==> config.mk <==
export PLATFORM = sky130hd
export DESIGN_NAME = dram_responder
export DESIGN_NICKNAME = d
export VERILOG_FILES = /design/src/rtl/dram_pkg.sv /design/src/rtl/dram_array.sv /design/src/rtl/dram_responder.sv
export SDC_FILE = /design/constraint.sdc
export NUM_CORES = 2
export LEC_CHECK = 0
export CAP_MARGIN = 20
export CORE_ASPECT_RATIO = 1.25
export CORE_UTILIZATION = 31
export DETAILED_ROUTE_END_ITERATION = 6
export PLACE_DENSITY_LB_ADDON = 0.15
export SLEW_MARGIN = 25
export SYNTH_ARGS = -nofsm -noshare
export SYNTH_HDL_FRONTEND = slang
export SYNTH_SLANG_ARGS = --single-unit
==> constraint.sdc <==
create_clock -name Clk -period 5.05 [get_ports Clk]
set_clock_uncertainty 0.15 [all_clocks]
set_input_delay 1.2625 -clock Clk [delete_from_list [all_inputs] [get_ports Clk]]
set_output_delay 1.2625 -clock Clk [all_outputs]
set_load 0.01 [all_outputs]
==> src/rtl/dram_pkg.sv <==
`default_nettype none
// ============================================================================
// Module      : dram_pkg
// Description : Shared types and constants for the DRAM responder: FSM state
//               encoding, default processor read latency and latency-counter
//               width.
// Revision    : 1.0  initial release
// ============================================================================
package dram_pkg;

    // Responder FSM states, 3-bit encoding.
    typedef enum logic [2:0] {
        IDLE    = 3'd0,
        WR      = 3'd1,
        RD_WAIT = 3'd2,
        HOST    = 3'd3,
        DONE    = 3'd4
    } state_t;

    // Default processor read latency in cycles (legal range 1..15).
    localparam int DEFAULT_READ_LAT = 2;

    // Width of the read-latency down-counter; holds READ_LAT-1 up to 14.
    localparam int CNT_W = 4;

endpackage : dram_pkg
`default_nettype wire

==> src/rtl/dram_array.sv <==
`default_nettype none
// ============================================================================
// Module      : dram_array
// Description : Single-port word array with synchronous write and a
//               registered synchronous read (read-before-write on a
//               same-address write edge). Contents are never reset.
// Ports       : clk   - clock, rising edge
//               we    - write enable
//               addr  - word address
//               wdata - write data
//               rdata - registered read data of addr sampled at the last edge
// Revision    : 1.0  initial release
// ============================================================================
module dram_array #(
    parameter int WIDTH      = 8,
    parameter int ADDR_WIDTH = 8
) (
    input  logic                  clk,
    input  logic                  we,
    input  logic [ADDR_WIDTH-1:0] addr,
    input  logic [WIDTH-1:0]      wdata,
    output logic [WIDTH-1:0]      rdata
);

    localparam int DEPTH = 2 ** ADDR_WIDTH;

    logic [WIDTH-1:0] mem [0:DEPTH-1];

    always_ff @(posedge clk) begin
        if (we) begin
            mem[addr] <= wdata;
        end
        rdata <= mem[addr];
    end

endmodule : dram_array
`default_nettype wire

==> src/rtl/dram_responder.sv <==
`default_nettype none
// ============================================================================
// Module      : dram_responder
// Description : Data-memory responder for the processor DRAM port plus a host
//               load/dump port. Processor reads return after READ_LAT cycles,
//               writes and host accesses take a fixed single cycle. Every
//               access ends with a one-cycle DONE guard state so a request
//               level still high during its completion pulse is not served
//               twice.
// Ports       : Clk, Rst_n            - clock / async active-low reset
//               memREAD, memWRITE     - processor request levels
//               DRAM_addr, DRAM_dataOut - processor address / write data
//               DRAM_dataIn, memDONE  - processor read data / done pulse
//               busy, proto_err       - not-idle flag / sticky R+W error
//               host_req, host_wr, host_addr, host_wdata - host request
//               host_rdata, host_ack  - host read data / ack pulse
// Revision    : 1.0  initial release
// ============================================================================
module dram_responder
    import dram_pkg::*;
#(
    parameter int WIDTH      = 8,
    parameter int ADDR_WIDTH = 8,
    parameter int READ_LAT   = DEFAULT_READ_LAT
) (
    input  logic                  Clk,
    input  logic                  Rst_n,
    input  logic                  memREAD,
    input  logic                  memWRITE,
    input  logic [ADDR_WIDTH-1:0] DRAM_addr,
    input  logic [WIDTH-1:0]      DRAM_dataOut,
    output logic [WIDTH-1:0]      DRAM_dataIn,
    output logic                  memDONE,
    output logic                  busy,
    output logic                  proto_err,
    input  logic                  host_req,
    input  logic                  host_wr,
    input  logic [ADDR_WIDTH-1:0] host_addr,
    input  logic [WIDTH-1:0]      host_wdata,
    output logic [WIDTH-1:0]      host_rdata,
    output logic                  host_ack
);

    // Counter preload: the edge that leaves IDLE is latency cycle 0, so the
    // data edge comes READ_LAT-1 decrements later.
    localparam logic [CNT_W-1:0] CNT_INIT = CNT_W'(READ_LAT - 1);

    state_t                state;
    state_t                state_nxt;
    logic [ADDR_WIDTH-1:0] addr_q;
    logic [WIDTH-1:0]      wdata_q;
    logic                  host_wr_q;
    logic [CNT_W-1:0]      cnt;

    logic                  arr_we;
    logic [ADDR_WIDTH-1:0] arr_addr;
    logic [WIDTH-1:0]      arr_rdata;

    // ------------------------------------------------------------------
    // State register
    // ------------------------------------------------------------------
    always_ff @(posedge Clk or negedge Rst_n) begin
        if (!Rst_n) begin
            state <= IDLE;
        end else begin
            state <= state_nxt;
        end
    end

    // ------------------------------------------------------------------
    // Next state and array port steering
    // ------------------------------------------------------------------
    always_comb begin
        state_nxt = state;
        arr_we    = 1'b0;
        arr_addr  = addr_q;

        case (state)
            IDLE: begin
                // The array is addressed straight from the winning request
                // while idle, so its registered read already holds the word
                // one edge after the sampling edge. This is what lets a
                // READ_LAT of 1 and a 1-cycle host read work.
                if (host_req) begin
                    arr_addr  = host_addr;
                    state_nxt = HOST;
                end else if (memWRITE) begin
                    arr_addr  = DRAM_addr;
                    state_nxt = WR;
                end else if (memREAD) begin
                    arr_addr  = DRAM_addr;
                    state_nxt = RD_WAIT;
                end else begin
                    arr_addr  = DRAM_addr;
                end
            end
            WR: begin
                arr_we    = 1'b1;
                state_nxt = DONE;
            end
            RD_WAIT: begin
                if (cnt == '0) begin
                    state_nxt = DONE;
                end
            end
            HOST: begin
                arr_we    = host_wr_q;
                state_nxt = DONE;
            end
            DONE: begin
                state_nxt = IDLE;
            end
            default: begin
                state_nxt = IDLE;
            end
        endcase
    end

    assign busy = (state != IDLE);

    // ------------------------------------------------------------------
    // Request latches, latency counter and registered outputs
    // ------------------------------------------------------------------
    always_ff @(posedge Clk or negedge Rst_n) begin
        if (!Rst_n) begin
            addr_q      <= '0;
            wdata_q     <= '0;
            host_wr_q   <= 1'b0;
            cnt         <= '0;
            DRAM_dataIn <= '0;
            host_rdata  <= '0;
            memDONE     <= 1'b0;
            host_ack    <= 1'b0;
            proto_err   <= 1'b0;
        end else begin
            memDONE  <= 1'b0;
            host_ack <= 1'b0;

            case (state)
                IDLE: begin
                    if (host_req) begin
                        addr_q    <= host_addr;
                        wdata_q   <= host_wdata;
                        host_wr_q <= host_wr;
                    end else if (memWRITE) begin
                        addr_q  <= DRAM_addr;
                        wdata_q <= DRAM_dataOut;
                        if (memREAD) begin
                            proto_err <= 1'b1;
                        end
                    end else if (memREAD) begin
                        addr_q <= DRAM_addr;
                        cnt    <= CNT_INIT;
                    end
                end
                WR: begin
                    memDONE <= 1'b1;
                end
                RD_WAIT: begin
                    if (cnt == '0) begin
                        DRAM_dataIn <= arr_rdata;
                        memDONE     <= 1'b1;
                    end else begin
                        cnt <= cnt - 1'b1;
                    end
                end
                HOST: begin
                    host_ack <= 1'b1;
                    if (!host_wr_q) begin
                        host_rdata <= arr_rdata;
                    end
                end
                default: begin
                end
            endcase
        end
    end

    // ------------------------------------------------------------------
    // Working data array
    // ------------------------------------------------------------------
    dram_array #(
        .WIDTH      (WIDTH),
        .ADDR_WIDTH (ADDR_WIDTH)
    ) u_array (
        .clk   (Clk),
        .we    (arr_we),
        .addr  (arr_addr),
        .wdata (wdata_q),
        .rdata (arr_rdata)
    );

endmodule : dram_responder
`default_nettype wire

==> out/metrics.cfg <==
[cells_and_area]
drive_gt1_share_pct = 23.1
area_delta_synth_final_pct = 20.5
fin_util_pct = 37.6
fill_cells = 26200
final_nets = 6141

[yosys]
synthCells = 5478
synth_top_area_share_pct = 70.6
synth-edff-count = 2048
syn_nets = 5518
avgSynthCellArea_um2 = 15.9
ys.flop_type = edfxtp_1
yosys-top-cells-area = edfxtp_1, mux4_2, a22oi_1, a21oi_1, a222oi_1
synth_seq_cells = 2099
synthesis.area_um2 = 87200
yosysUniqueCellTypes = 69
async_flop_share_pct = 2.05
yosysMostFrequentCell = edfxtp_1
yosysTopAreaCell = edfxtp_1
ys_top_cells_by_count = edfxtp_1, a21oi_1, nand2_1
ys_seq_area_share_pct = 72.0
ys_warn_count = 0

[clock_network]
cts_buffer_depth = 4
post_cts_resized = 0
clock-sinks = 2099
htree_levels = 4
cts_hold_buf = 0
postCtsSetupRepairBufs = 0
cts_root_buffer = clkbuf_16
clkLatencyLatePin_ps = 900
cts-buffers-inserted = 223
clkTransAtPathRegs_ps = 60
tritoncts = built

[global_routing]
grt_overflow_total = 0
antenna_found_initial = 12
groute.usage.overall_pct = 21.8
grt_max_degree = 137
grt_pass1_vias = 57400
grt_pass1_wl_mm = 446

[min_path]
hold_path_class = in2async

[setup_path]
worstPathRequired_ps = 5710
reg2reg_from = addr_q[1]
critPathArrivalTime_ps = 5550
slowest_stage = dfrtp_4
crit_path_max_fanout = 29
crit_type = reg2reg
ff2ff_setup_slack_ps = 170
crit_path_start_kind = register
cp_cell_sequence = buf_4, nor3_2, or2_4, buf_12, buf_12, a222oi_1, and3_1, a31oi_1, a311oi_1, buf_4, o31a_1, a221oi_2
slowest_delay_ps = 700
regToRegEndpoint = u_array.rdata[6]
rr_worst_depth = 12
endpoint_kind = register

[drt]
drcViolationCount = 3
antenna_left = 0
drt_iter0_drc = 6237
drt_pass1_iterations = 7
via_per_inst = 5.68
routedWlPerCell_um = 31.7
wl_mm = 317
vias = 56900

[floorplanning]
dieArea_um2 = 283000
core-area_um2 = 280000
die_h_um = 595
die_x_um = 476
start_util_pct = 31.2
io_pins = 58
rows = 217

[placement]
routabilityCongestion = 0.852
io_buffer_count = 57
post-dp-hpwl_mm = 201

[timing]
maxSlewHeadroom_pct = 29.8
rsz0062_at_grt = no
maxSlewViolCount = 0
period_needed_ps = 4880
hold_viol = 0
max_freq_mhz = 205
setup_viol = 0
worstMarginPinSlew_ps = 1030
fin_crit_sh_pct = 96.7

[run]
maxCapViolCount = 0

[pwr]
p_leak_nw = 33.7
powerDensity_nw_per_um2 = 654
finalPower_mw = 68.7
ir_worst_vdd_v = 0.000444

[run_status]
status = finished with violations
violations = design-rule violations

-- layout by cell type, fill, tap and decap left out, drive strengths merged, types with 20 or more instances in the layout --
master and n:
mux4 240, o21ai 123, nor3 41, nand3 99
a222oi 151, clkdlybuf4s50 56, clkinv 95, a211oi 111
nor2 269, a21oi 393, mux2 20, clkbuf 275
a2111oi 92, nand2 324, a41o 58, dfrtp 43
a22o 92, a22oi 275, edfxtp 2048, a31oi 140
a221oi 120, buf 823, a21boi 29, o21a 121
nor4 36
-- routing by layer --
metal  routed length [µm]  share of wire (%)  up-vias  global-route usage [%]
li1                     -                  -    24100                       -
met1               128000                 40    30100                    27.9
met2               158000                 50     2143                    37.4
met3                17600                5.6      514                    2.74
met4                13000                4.1        4                    8.62
met5                   32              0.010        -                       0
-- cell type report --
type,count,area (µm²),area share [%]
antenna,6,15.0,0.0143
clock buffer,275,5960,5.67
clock inverter,128,1160,1.11
inverter,7,33.8,0.0322
multi-input combinational,2891,22600,21.5
sequential,2099,62800,59.7
tap,3723,4660,4.43
timing repair buffer,879,7910,7.53
-- flip-flops by register name (all words and copies together), names as in the netlist --
signal / flops
u_array.mem: 2048
memDONE: 1
addr_q: 8
host_wr_q: 1
host_rdata: 8
host_ack: 1
u_array.rdata: 8
wdata_q: 8
cnt: 4
DRAM_dataIn: 8
state: 3
proto_err: 1
-- worst max-delay path by stage --
stage               slack (ps)  cells past startpoint                end        from
floorplan                  910                      0  u_array.mem[0][0]  wdata_q[0]
global placement          -870                     13   u_array.rdata[5]    host_req
detailed placement        -630                     13   u_array.rdata[5]    host_req
CTS                        130                      5               busy    state[2]
global route               100                     12   u_array.rdata[6]   addr_q[1]
finish                     170                     12   u_array.rdata[6]   addr_q[1]
-- through the flow --
step	setup TNS [ps]	cells	instance area [µm²]	setup WS (ps)	hold WS, ps
after floorplan	0	5478	87200	913	308
after global placement	-4840	9599	97900	-872	306
after detailed placement	-3830	9599	97900	-633	314
after CTS	0	10000	105000	129	109
after global routing	0	10000	105000	96.2	164
final	0	10000	105000	168	156
-- worst max-delay path, delay by kind of cell (launching register included) --
kind | cells | cell delay [ps]
buffers and inverters | 4 | 1080
AND/OR/NAND/NOR | 3 | 1220
flip-flops | 1 | 700
AO/OA/AOI/OAI | 5 | 1520
-- report_power, final --
| part | internal, mW | switching (mW) |
|---|---|---|
| clock | 9.31 | 7.03 |
| sequential | 21.8 | 0.993 |
| combinational | 10.4 | 19.2 |
| total | 41.5 | 27.3 |
-- kinds of logic (layout without fill, tap and decap cells) --
kind of cell,Yosys count,count (layout),share of synthesized area [%]
xor+xnor,2,2,0.0201
flops,2099,2099,72.0
compound gates,1775,1775,14.7
fa+ha+maj,2,2,0.0287
other cells,0,6,0
buf+inv,488,1289,2.43
mux,276,276,6.65
simple gates,836,836,4.15
Power figures use the tool's default switching activity.
